File: config.mk
export PLATFORM = sky130hd
export DESIGN_NAME = hazard_stall_ctrl
export DESIGN_NICKNAME = d
export VERILOG_FILES = /design/src/rtl/hazard_stall_ctrl.sv
export SDC_FILE = /design/constraint.sdc
export NUM_CORES = 1
export LEC_CHECK = 0
export ABC_AREA = 1
export BUFFER_PORTS_ARGS = -buffer_cell sky130_fd_sc_hd__buf_2
export CAP_MARGIN = 25
export CORE_MARGIN = 3
export CORE_UTILIZATION = 60
export CTS_BUF_LIST = sky130_fd_sc_hd__clkbuf_4 sky130_fd_sc_hd__clkbuf_8
export DETAILED_ROUTE_END_ITERATION = 6
export MAX_ROUTING_LAYER = met4
export PLACE_DENSITY = 0.87
export SYNTH_ARGS = -nofsm -noshare
export SYNTH_HDL_FRONTEND = slang
export SYNTH_SLANG_ARGS = --single-unit
File: constraint.sdc
create_clock -name clk_i -period 3.25 [get_ports clk_i]
set_input_delay 0.325 -clock clk_i [delete_from_list [all_inputs] [get_ports clk_i]]
set_output_delay 0.325 -clock clk_i [all_outputs]
set_load 0.01 [all_outputs]
File: src/rtl/hazard_stall_ctrl.sv
// Pipeline sequencer for the 5-stage core: load-use stalls, taken-branch flushes,
// data-memory freeze with timeout trap, and saturating stall/flush statistics.
module hazard_stall_ctrl #(
    parameter int CNT_W       = 16,
    parameter int MEM_TIMEOUT = 64
) (
    input  logic             clk_i,
    input  logic             rst_i,
    input  logic [4:0]       id_rs_addr_i,
    input  logic [4:0]       id_rt_addr_i,
    input  logic             id_uses_rt_i,
    input  logic             ex_memread_i,
    input  logic [4:0]       ex_rt_addr_i,
    input  logic             id_branch_taken_i,
    input  logic             mem_req_i,
    input  logic             dmem_ack_i,
    output logic             pc_write_o,
    output logic             if_id_write_o,
    output logic             if_id_flush_o,
    output logic             id_ex_bubble_o,
    output logic             id_ex_hold_o,
    output logic             ex_mem_hold_o,
    output logic             mem_wb_bubble_o,
    output logic [1:0]       state_o,
    output logic             timeout_o,
    output logic [CNT_W-1:0] stall_cnt_o,
    output logic [CNT_W-1:0] flush_cnt_o
);

    localparam int WAIT_W = $clog2(MEM_TIMEOUT);
    localparam logic [WAIT_W-1:0] WAIT_ONE  = WAIT_W'(32'd1);
    localparam logic [WAIT_W-1:0] WAIT_LAST = WAIT_W'(MEM_TIMEOUT - 1);
    localparam logic [CNT_W-1:0]  CNT_ONE   = CNT_W'(32'd1);
    localparam logic [CNT_W-1:0]  CNT_MAX   = {CNT_W{1'b1}};

    typedef enum logic [1:0] {
        ST_RUN      = 2'd0,
        ST_MEM_WAIT = 2'd1,
        ST_ERR      = 2'd2
    } state_t;

    function automatic logic load_use(
        input logic       memread,
        input logic [4:0] ex_rt,
        input logic [4:0] id_rs,
        input logic [4:0] id_rt,
        input logic       uses_rt
    );
        return memread & (ex_rt != 5'd0) &
               ((ex_rt == id_rs) | (uses_rt & (ex_rt == id_rt)));
    endfunction

    state_t            state_q, state_d;
    logic [WAIT_W-1:0] wait_q, wait_d;
    logic [CNT_W-1:0]  stall_q, stall_d;
    logic [CNT_W-1:0]  flush_q, flush_d;

    logic lu_s, miss_s;
    logic pc_write_s, if_id_write_s, if_id_flush_s, id_ex_bubble_s;
    logic id_ex_hold_s, ex_mem_hold_s, mem_wb_bubble_s, timeout_s;

    assign lu_s   = load_use(ex_memread_i, ex_rt_addr_i, id_rs_addr_i, id_rt_addr_i, id_uses_rt_i);
    assign miss_s = mem_req_i & ~dmem_ack_i;

    // Next-state and pre-reset control outputs
    always_comb begin
        state_d         = state_q;
        wait_d          = wait_q;
        pc_write_s      = 1'b1;
        if_id_write_s   = 1'b1;
        if_id_flush_s   = 1'b0;
        id_ex_bubble_s  = 1'b0;
        id_ex_hold_s    = 1'b0;
        ex_mem_hold_s   = 1'b0;
        mem_wb_bubble_s = 1'b0;
        timeout_s       = 1'b0;
        case (state_q)
            ST_MEM_WAIT: begin
                if (dmem_ack_i) begin
                    state_d = ST_RUN;
                    wait_d  = {WAIT_W{1'b0}};
                end else begin
                    pc_write_s      = 1'b0;
                    if_id_write_s   = 1'b0;
                    id_ex_hold_s    = 1'b1;
                    ex_mem_hold_s   = 1'b1;
                    mem_wb_bubble_s = 1'b1;
                    if (wait_q == WAIT_LAST) begin
                        state_d = ST_ERR;
                    end else begin
                        wait_d = wait_q + WAIT_ONE;
                    end
                end
            end
            ST_ERR: begin
                pc_write_s      = 1'b0;
                if_id_write_s   = 1'b0;
                id_ex_bubble_s  = 1'b1;
                id_ex_hold_s    = 1'b1;
                ex_mem_hold_s   = 1'b1;
                mem_wb_bubble_s = 1'b1;
                timeout_s       = 1'b1;
            end
            default: begin
                // RUN, and the unused encoding which recovers into RUN
                state_d = ST_RUN;
                if (miss_s) begin
                    pc_write_s      = 1'b0;
                    if_id_write_s   = 1'b0;
                    id_ex_hold_s    = 1'b1;
                    ex_mem_hold_s   = 1'b1;
                    mem_wb_bubble_s = 1'b1;
                    if (state_q == ST_RUN) begin
                        state_d = ST_MEM_WAIT;
                        wait_d  = {WAIT_W{1'b0}};
                    end else begin
                        wait_d  = {WAIT_W{1'b0}};
                    end
                end else if (lu_s) begin
                    pc_write_s     = 1'b0;
                    if_id_write_s  = 1'b0;
                    id_ex_bubble_s = 1'b1;
                end else if (id_branch_taken_i) begin
                    if_id_flush_s  = 1'b1;
                end else begin
                    if_id_flush_s  = 1'b0;
                end
            end
        endcase
    end

    // Saturating statistics counters; ERR cycles are not counted as stalls
    always_comb begin
        stall_d = stall_q;
        flush_d = flush_q;
        if (!pc_write_s && (state_q != ST_ERR) && (stall_q != CNT_MAX)) begin
            stall_d = stall_q + CNT_ONE;
        end else begin
            stall_d = stall_q;
        end
        if (if_id_flush_s && (flush_q != CNT_MAX)) begin
            flush_d = flush_q + CNT_ONE;
        end else begin
            flush_d = flush_q;
        end
    end

    // State, wait timer and counters with synchronous active-low reset
    always_ff @(posedge clk_i) begin
        if (!rst_i) begin
            state_q <= ST_RUN;
            wait_q  <= {WAIT_W{1'b0}};
            stall_q <= {CNT_W{1'b0}};
            flush_q <= {CNT_W{1'b0}};
        end else begin
            state_q <= state_d;
            wait_q  <= wait_d;
            stall_q <= stall_d;
            flush_q <= flush_d;
        end
    end

    // While reset is asserted the pipe is held with bubbles regardless of state
    always_comb begin
        pc_write_o      = 1'b0;
        if_id_write_o   = 1'b0;
        if_id_flush_o   = 1'b0;
        id_ex_bubble_o  = 1'b1;
        id_ex_hold_o    = 1'b0;
        ex_mem_hold_o   = 1'b0;
        mem_wb_bubble_o = 1'b1;
        state_o         = 2'd0;
        timeout_o       = 1'b0;
        stall_cnt_o     = {CNT_W{1'b0}};
        flush_cnt_o     = {CNT_W{1'b0}};
        if (rst_i) begin
            pc_write_o      = pc_write_s;
            if_id_write_o   = if_id_write_s;
            if_id_flush_o   = if_id_flush_s;
            id_ex_bubble_o  = id_ex_bubble_s;
            id_ex_hold_o    = id_ex_hold_s;
            ex_mem_hold_o   = ex_mem_hold_s;
            mem_wb_bubble_o = mem_wb_bubble_s;
            state_o         = state_q;
            timeout_o       = timeout_s;
            stall_cnt_o     = stall_q;
            flush_cnt_o     = flush_q;
        end else begin
            state_o         = 2'd0;
        end
    end

endmodule

# After elaboration in Yosys (flattened, before gate mapping)

Cells that the tools add are included.

Add/subtract/negate cells: 3
Multiplexer cells: 33
Equal/unequal tests: 10
Bitwise logic cells: 7
Reductions and logical operators: 10

Operators by type and width:

| kind                                                            | number |
|---|---|
| 16-bit by 1-bit adder with 16-bit output, second input constant | 2 |
| 16-bit 2-to-1 mux                                               | 2 |
| 16-bit != test, second input constant                           | 2 |
| 1-bit 2-to-1 mux                                                | 20 |
| 6-bit 2-to-1 mux                                                | 3 |
| 6-bit case mux with 2 select lines                              | 1 |
| 5-bit == test                                                   | 2 |
| 6-bit by 1-bit adder with 6-bit output, second input constant   | 1 |
| 6-bit == test, second input constant                            | 1 |
| 2-bit 2-to-1 mux                                                | 3 |
| 3-bit != test, second input constant                            | 2 |
| 1-bit case mux with 2 select lines                              | 3 |
| 5-bit nonzero test                                              | 1 |
| 1-bit AND                                                       | 4 |
| 2-bit case mux with 2 select lines                              | 1 |
| 1-bit logical AND                                               | 3 |
| 3-bit AND reduction                                             | 1 |
| 2-bit by 1-bit == test with 1-bit output, second input constant | 1 |
| 2-bit == test, second input constant                            | 1 |
| 2-bit zero test                                                 | 1 |
| 2-bit != test, second input constant                            | 1 |
| 1-bit inverter                                                  | 2 |
| 2-bit AND reduction                                             | 1 |
| 2-bit nonzero test                                              | 1 |
| 3 further kinds                                                 | 3 |

Output and inout bits: 42
Flip-flop bits (word level): 40

# Longest topological paths before layout

Depth in word-level cells: 10
Gate-level depth with buffers: 12
Depth with buffers taken out: 12

# Worst setup path after synthesis

OpenSTA, ideal clock, no wires.

Kind: reg2out
From: register state_q[1]
To: output pc_write_o
Stages on the path, launching flop included: 9
Required time: 2.925 ns
Path slack: 1.292 ns
Arrival time: 1.633 ns
Path through: dfxtp_1 > inv_1 > ha_1 > inv_2 > nor3_1 > a21oi_2 > buf_4 > nor2_1 > buf_4

Longest elaborated chain between the ends: 3

RTL lines:

| element                                                                          | RTL line | text |
|---|---|---|
| from (decl)                                                                      | 53       | `state_t state_q, state_d;` |
| from (signal assigned)                                                           | 156      | `state_q <= state_d;` |
| 2-bit == test / 2-bit by 1-bit == test with 1-bit output (equally long branches) | --       |  |
| 1-bit case mux with 2 select lines *                                             | --       |  |
| 1-bit 2-to-1 mux *                                                               | --       |  |
| to (decl)                                                                        | 17       | `output logic pc_write_o,` |

Mark *: on every way between the ends. The rest lies on a longest branch, timed or not.

# Worst setup path after layout

From: register state_q[0]
To: output id_ex_bubble_o

Longest elaborated chain between the ends: 3

RTL lines:

| element                                                                          | RTL line | text |
|---|---|---|
| 2-bit == test / 2-bit by 1-bit == test with 1-bit output (equally long branches) | 77       | `case (state_q)` |
| 1-bit case mux with 2 select lines *                                             | 77       |  |
| 1-bit 2-to-1 mux *                                                               | 176      | `if (rst_i) begin` |
| to (decl)                                                                        | 20       | `output logic id_ex_bubble_o,` |

Marks and branches as above.

==> results_dict.tcl <==
set metrics [dict create \
    skew_ns 0.0106 \
    syn_inst 468 \
    synth-seq-area-share 0.278 \
    fin_area_sq_um 3300 \
    coreArea_sq_um 4500 \
    r2r_slack_ns 1.01 \
    cts_resized 0 \
    rr_startpoint "state_q[0]" \
    critPathBufInv 3 \
    die_h_um 75.3 \
    dieArea_sq_um 5660 \
    grt_pass1_vias 2697 \
    cts.reportedPaths.clkPinSlew_ns 0.09 \
    fin_ws_ns 0.921 \
    grt_max_degree 31 \
    worst_pin_slew_ns 0.619 \
    grt-ovfl-total 0 \
    wl_met1_um 2900 \
    utilization 0.733 \
    cts_setup_buffers 0 \
    synth.most_common_cell "nand2_1" \
    setup_viol 0 \
    drc 0 \
    rsz0062_at_grt "no" \
    drv_slew 0 \
    clock-sinks 40 \
    synth_common_cells "137 x nand2_1, 81 x inv_1, 42 x nor2_1" \
    leakage_nw 1.69 \
    yosysTopAreaCell "dfxtp_1" \
    fin_cells 578 \
    cts_root_buf "clkbuf_8" \
    path_max_fanout 17 \
    drt-total-wl_um 6730 \
    ctsHoldBuffers 0 \
    relSlewSlack 0.587 \
    yosysWarningCount 0 \
    start_util 0.639 \
    critPathRequiredTime_ns 2.92 \
    ios 64 \
    r2r-end "flush_q[8]" \
    synth-edff-count 0 \
    placed_cells 570 \
    netlist.area_leader.share 0.278 \
    p_total_mw 1.06 \
    irDropWorstVdd_mv 0.256 \
    ys_ff_latch 40 \
    fmax_ghz 0.429 \
    place_area_sq_um 3190 \
    crit_path_top_delay_cell "clkinv_1" \
    avgSynthCellArea_sq_um 6.15 \
    synth_top_flop_cell "dfxtp_1" \
    period_minus_slack_ns 2.33 \
    post_drt_wl_per_cell_um 11.6 \
    track_usage 0.257 \
    wl_met2_um 3440 \
    h-tree-depth 2 \
    drtIter0Drc 127 \
    port_buffers 63 \
    hp-start "rst_i" \
    clockBufferDepth 2 \
    min_period_over_period 0.717 \
    cp-start-kind "register" \
    max_stage_delay_ns 0.47 \
    clock_latency_ns 0.30 \
    drv_cap 0 \
    hold_viol_final 0 \
    die_w_um 75.3 \
    routed_via_density 5.10 \
    cts_tree "built" \
    antenna_found_initial 0 \
    whs_ns 0.408 \
    hold_path_end "stall_q[0]" \
    top_layer "met4" \
    gp_congestion 0.939 \
    numCtsBuffers 5 \
    powerDensity_nw_per_um2 321 \
    pre_cts_slack_ns 1.04 \
    worst_hold_path_type "primary input to register" \
    setup_tns_ns 0 \
    drive_gt1_frac 0.205 \
    ant_nets 0 \
    synth_area_sq_um 2880 \
    path_delay_family "buffers and inverters" \
    wl_met3_um 306 \
    place_hpwl_um 5060 \
    grt_pass1_wl_um 11200 \
    synthArstFlopShare 0 \
    hold_depth 3 \
    status "complete, no violations" \
    antenna_cells 0 \
    fill_cells 406 \
    critPathArrivalTime_ns 2.00 \
    num_vias 2945 \
    critical_path_class "register to output pin" \
    synth_nets 496 \
    syn_to_final_growth_pct 14.7 \
    end_kind "output pin" \
    first_pass_iters 4 \
    crit_path_cell_trace "inv_1 > ha_1 > clkinv_1 > o221ai_1 > buf_2" \
    finalNetCount 553 \
    rows 24 \
    ys_types 37 \
    yosys-top-cells-area "dfxtp_1 28%, nand2_1 18%, inv_1 11%" \
    worstRegToRegCells 10 \
]
==> power by group <==
group	leakage, nW	switching, mW	internal [mW]	total (mW)
Sequential	0.323	0.00894	0.498	0.507
Clock	0.0541	0.184	0.227	0.411
Combinational	1.32	0.0950	0.0468	0.142
Total	1.69	0.288	0.772	1.06
==> flip-flops by register name, indices dropped and copies added (netlist names) <==
| name | flops |
|---|---|
| state_q | 2 |
| stall_q | 16 |
| flush_q | 16 |
| wait_q | 6 |
==> cell type report <==
class	count	area [sq um]	area share
multi-input combinational	322	1650	0.500
inverter	91	342	0.103
sequential	40	801	0.243
tap	52	65.1	0.0197
clock buffer	5	68.8	0.0208
timing repair buffer	65	330	0.100
clock inverter	3	42.5	0.0129
==> worst reg2reg max path: cells and delay by family (launching register included) <==
kind | cells | cell delay (ns)
buf+inv | 3 | 0.50
compound gates | 1 | 0.05
flops | 1 | 0.37
simple gates | 5 | 0.90
fa+ha+maj | 1 | 0.33
==> worst max-delay path by stage <==
stage	cells after the start	slack, ns	from	end
6_report	5	0.92	state_q[0]	id_ex_bubble_o
5_1_grt	5	0.79	state_q[0]	id_ex_bubble_o
4_1_cts	5	0.94	state_q[0]	id_ex_bubble_o
3_5_place_dp	10	1.04	state_q[1]	flush_q[8]
3_3_place_gp	10	1.11	state_q[0]	flush_q[8]
2_1_floorplan	8	1.29	state_q[1]	pc_write_o
==> layer usage <==
layer  track usage  up-vias
met5             -        -
met4        0.0835        0
met3        0.0481        9
met2         0.458       61
met1         0.288     1306
li1              -     1569
==> cells in the final DEF (no fill, tap or decap), types with 6 or more instances in the layout <==
master	count
a21oi_1	24
a21oi_2	9
buf_2	63
dfxtp_1	40
ha_1	6
inv_1	81
inv_2	8
nand2_1	137
nand3_1	17
nand4_1	18
nor2_1	42
nor2_2	6
nor3_1	10
xnor2_1	6
xor2_1	11
==> logic make-up (layout without fill, tap and decap cells) <==
| logic type | after synthesis | in the layout | share of synthesized area |
|---|---|---|---|
| adders and majority gates | 6 | 6 | 0.0261 |
| xor gates and xnor gates | 17 | 17 | 0.0517 |
| buffers and inverters | 106 | 164 | 0.148 |
| and+or+nand+nor | 247 | 247 | 0.387 |
| DFF | 40 | 40 | 0.278 |
| AOI/OAI and AO/OA | 52 | 52 | 0.110 |
(Power assumes the default switching activity.)
